**config.mk**
```make
export PLATFORM = sky130hd
export DESIGN_NAME = ones_count_seq
export DESIGN_NICKNAME = d
export VERILOG_FILES = /design/src/rtl/ones_count_seq.sv
export SDC_FILE = /design/constraint.sdc
export NUM_CORES = 1
export LEC_CHECK = 0
export ABC_AREA = 0
export ABC_CLOCK_PERIOD_IN_PS = 5900
export CORE_MARGIN = 2
export CORE_UTILIZATION = 33
export DETAILED_ROUTE_END_ITERATION = 8
export GPL_ROUTABILITY_DRIVEN = 0
export GPL_TIMING_DRIVEN = 0
export PLACE_DENSITY = 0.64
export SLEW_MARGIN = 0
export SYNTH_ARGS = -nofsm -noshare
export SYNTH_HDL_FRONTEND = slang
export SYNTH_SLANG_ARGS = --single-unit
```
**constraint.sdc**
```tcl
create_clock -name clk -period 5.9 [get_ports clk]
set_input_delay 0.885 -clock clk [delete_from_list [all_inputs] [get_ports clk]]
set_output_delay 0.885 -clock clk [all_outputs]
set_load 0.01 [all_outputs]
```
**src/rtl/ones_count_seq.sv**
```systemverilog
// Burst sequencer around a combinational byte popcount: pulls LEN bytes over
// valid/ready, sums their ones and tracks the largest per-byte count.

module ones_count (
  input  logic [7:0] dat_in,
  output logic [3:0] count
);

  always_comb begin
    // NOTE: combinational logic uses blocking '=' and assigns a default first, so no latch is inferred.
    count = '0;
    for (int i = 0; i < 8; i++) begin
      count = count + {3'b000, dat_in[i]};
    end
  end

endmodule

module ones_count_seq #(
  parameter int LEN_W = 8,
  parameter int ACC_W = LEN_W + 3
) (
  input  logic             clk,
  input  logic             rst_n,
  input  logic             start,
  input  logic [LEN_W-1:0] len,
  input  logic             abort,
  input  logic             in_valid,
  input  logic [7:0]       in_data,
  output logic             in_ready,
  output logic             busy,
  output logic             done,
  output logic [ACC_W-1:0] total,
  output logic [3:0]       max_cnt
);

  typedef enum logic [1:0] {
    IDLE = 2'd0,
    RUN  = 2'd1,
    DONE = 2'd2
  } state_t;

  state_t             state_q, state_d;
  logic [LEN_W-1:0]   remaining_q;
  logic [ACC_W-1:0]   total_q;
  logic [3:0]         max_q;
  logic               busy_q;
  logic [3:0]         byte_cnt;
  logic               accept;

  ones_count u_ones_count (
    .dat_in (in_data),
    .count  (byte_cnt)
  );

  // in_ready depends only on state and abort, never on in_valid.
  assign in_ready = (state_q == RUN) && !abort;
  assign accept   = in_ready && in_valid;

  always_comb begin
    state_d = state_q;
    case (state_q)
      IDLE: begin
        if (start) state_d = (len == '0) ? DONE : RUN;
      end
      RUN: begin
        if (abort)                                  state_d = IDLE;
        else if (accept && remaining_q == LEN_W'(1)) state_d = DONE;
      end
      DONE:    state_d = IDLE;
      default: state_d = IDLE;
    endcase
  end

  always_ff @(posedge clk) begin
    // NOTE: every register here is small control/datapath state, so all of it is reset; sequential state uses '<='.
    if (!rst_n) begin
      state_q     <= IDLE;
      busy_q      <= 1'b0;
      remaining_q <= '0;
      total_q     <= '0;
      max_q       <= '0;
    end else begin
      state_q <= state_d;
      busy_q  <= (state_d != IDLE);
      case (state_q)
        IDLE: begin
          if (start) begin
            remaining_q <= len;
            total_q     <= '0;
            max_q       <= '0;
          end
        end
        RUN: begin
          if (abort) begin
            total_q <= '0;
            max_q   <= '0;
          end else if (accept) begin
            total_q     <= total_q + ACC_W'(byte_cnt);
            max_q       <= (byte_cnt > max_q) ? byte_cnt : max_q;
            remaining_q <= remaining_q - LEN_W'(1);
          end
        end
        default: ;
      endcase
    end
  end

  assign busy    = busy_q;
  assign done    = (state_q == DONE);
  assign total   = total_q;
  assign max_cnt = max_q;

endmodule
```
==> summary.txt <==
Place
  • Placed instance count: around 310
  • Post-DP HPWL: 3150 um
  • IO Port Bufs: 38

Floorplan
  • # IOs: 39
  • Die area: 5920 sq um
  • Die Wd: just under 80 um
  • Die H: 76.9 um
  • Starting Density: 34.4%
  • Core area: a little over 5000 sq um
  • Rows: 26

Final layout
  • Fill count: just over 500
  • Most frequent cells in the layout: 38 x clkdlybuf4s50_1, 26 x dfxtp_1, 24 x inv_1, 24 x a21oi_1, 13 x ha_1
  • Share of cells above drive strength 1: 5.65%
  • Final #Nets: 288
  • Antenna cell count: 0
  • Area delta synth->final: 30.7%
  • Most common cell after layout, fill and taps aside: clkdlybuf4s50_1
  • Cell Count, Final, Fillers Out: around 320

Run status
  • Run status: completed

CTS
  • CTS Hold Bufs: 0
  • CTS resizes: 0
  • Clock Path Buffers: 2
  • Htree depth: 1
  • Post-CTS Setup Inserts: 0
  • CTS root buf: clkbuf_8
  • CTS tree: yes
  • Worst-path clk slew: 0.09 ns
  • Num CTS Buffers: 3
  • Worst-Skew Late Latency: ~0.29 ns
  • Clock sink count: 26

Worst setup path
  • Crit. Startpoint: in_data[0]
  • Crit end category: flip-flop
  • CP max FO: 8
  • Arrival @ worst endpoint: 4.92 ns
  • Worst setup SP type: primary input
  • R2R cell count: 6
  • R2R Setup Slk: just under 4 ns
  • Crit path kind: in -> reg
  • CP endpoint: total[10]
  • RR Startpoint: total[0]
  • R2r endpoint: total[10]
  • CP Data Required Time: 6.05 ns

Synth
  • Simple-gate area share of the yosys netlist: 20.3%
  • Adder-Cell Fraction of Synth Area: between 10 and 15%
  • Post-synthesis cell area: 1760 sq um
  • Avg Cell Area, Syn: about 8.5 sq um
  • Post-synthesis mux area share: 1.21%
  • Yosys Warn Count: 0
  • Library cells used by synthesis: between 40 and 50
  • Post-synthesis compound-gate area fraction: between 20% and 30%
  • Post-Synth XOR/XNOR Area: approximately 1.5%
  • Synth Register Bits: 26
  • Net Count, Synth: 245
  • Post-synth EDFFs: 0
  • Async set or reset register ratio after synthesis: 0%
  • Largest family of logic cells by synthesized area: compound AO/OA/AOI/OAI gates
  • Sequential fraction of the synthesis area: 29.7%
  • Synthesized instance count: a little over 200
  • Ys flop type: dfxtp_1

Route
  • DR vias/cell: 5.21
  • Routed Antenna Nets: 0
  • First DRT Iteration DRCs: a little over 80
  • Routed wire per std cell: roughly 13 um
  • Final Routed Wirelength: 4080 um
  • Residual DRC: 0
  • Via count: 1,657
  • First-pass DRT Iterations: 4

Global routing
  • Largest net degree at the start of global routing: 16
  • First-pass GRT wire length: 7110 um
  • Initial antenna violation count: 0
  • Grt ovf: 0
  • Tot GR Track Use: 14.3%
  • Vias in the first global route: 1,587

STA
  • Max Fclk: 210 MHz
  • Final setup violation count: 0
  • Final Slew Violations: 0
  • Clk_skew: 0.0204 ns
  • Tmin final: about 4.8 ns
  • Hold Violations, Final: 0
  • RSZ-0062 raised after global routing: false
  • Slew margin rel.: 61.0%
  • Setup TNS: 0 ns
  • Slew @ Worst Pin: 0.584 ns
  • Final worst path period share: 80.8%
  • Hold WS: 0.490 ns

Power
  • Total power: 499 uW
  • Peak supply drop: 152 uV
  • Pleak: 0.000905 uW
  • Power Dens Cells: 217 nW/um^2

Worst hold path
  • Worst hold path depth: 1
  • Worst Hold Class: reg -> reg

Job
  • Max-Cap Viols: 0
==> sequential cells by signal, indices dropped and copies added, names as in the netlist <==
register	flops
remaining_q	8
total	11
max_cnt	4
state_q	2
busy	1
==> how the worst min path moves through the flow <==
stage / startpoint / endpoint
6_report: max_cnt[2] / max_cnt[2]
5_1_grt: max_cnt[2] / max_cnt[2]
4_1_cts: max_cnt[2] / max_cnt[2]
3_5_place_dp: max_cnt[2] / max_cnt[2]
3_3_place_gp: total[10] / total[10]
2_1_floorplan: remaining_q[1] / remaining_q[1]
==> cell families (layout without fill, tap and decap cells) <==
kind of cell / after synthesis / after routing
compound gates: 63 / 63
simple gates: 63 / 63
buf+inv: 31 / 73
flops: 26 / 26
fa+ha+maj: 18 / 18
xor+xnor: 3 / 3
mux: 2 / 2
==> through the flow <==
stage	util, %	area (sq um)	worst slack (ns)
3_5_place_dp	43.5	2220	0.840
5_1_grt	44.9	2290	0.900
3_3_place_gp	43.5	2220	0.863
4_1_cts	44.9	2290	1.13
2_1_floorplan	-	1760	1.55
6_report	44.9	2290	1.13
==> area by class of cell <==
| class | instances | area, sq um | area share, % |
|---|---|---|---|
| clock buffer | 3 | 41.3 | 1.80 |
| multi-input combinational | 149 | 1090 | 47.6 |
| timing repair buffer | 38 | 380 | 16.6 |
| buffer | 7 | 52.6 | 2.29 |
| tap | 70 | 87.6 | 3.82 |
| sequential | 26 | 520 | 22.7 |
| inverter | 24 | 90.1 | 3.93 |
| clock inverter | 1 | 30.0 | 1.31 |
==> Yosys cell counts (2+ instances only) <==
master	count	area share [%]
a21o_1	2	0.86
a21oi_1	24	6.8
a22oi_1	4	1.7
buf_6	3	1.9
clkbuf_1	2	0.43
dfxtp_1	26	30
fa_1	5	5.7
ha_1	13	9.3
inv_1	24	5.1
nand2_1	9	1.9
nand2b_1	6	2.1
nand3_1	6	1.7
nand4_1	3	1.1
nor2_1	10	2.1
nor2b_1	3	1.1
nor3_1	5	1.4
nor3b_1	2	0.86
nor4_1	3	1.1
o211ai_1	5	2.1
o21a_1	4	1.7
o21ai_0	6	1.7
o2bb2ai_1	4	2.0
o31ai_1	5	2.1
or4_1	6	2.6
xor2_1	3	1.5
==> worst max-delay path: stages <==
cell             delay [ns]
clkdlybuf4s50_1        0.41
ha_1                   0.28
inv_1                  0.04
fa_1                   0.49
fa_1                   0.43
fa_1                   0.42
fa_1                   0.52
inv_1                  0.09
fa_1                   0.43
a21o_1                 0.19
a21oi_1                0.48
or4_1                  0.20
a21oi_1                0.06
==> routing by layer <==
| metal | vias to the layer above | wire length, um | global-route usage (%) |
|---|---|---|---|
| met5 | - | 0 | 0 |
| met4 | 0 | 35 | 4.18 |
| met3 | 2 | 177 | 3.65 |
| met2 | 38 | 1980 | 23.8 |
| met1 | 782 | 1880 | 18.3 |
| li1 | 835 | - | - |
==> report_power, final <==
group | switching (uW) | internal (uW) | total [uW]
clock network | 63.3 | 91.0 | 154
logic | 83.1 | 71.2 | 154
registers | 7.00 | 183 | 190
total | 153 | 345 | 499
(Power assumes the default switching activity.)
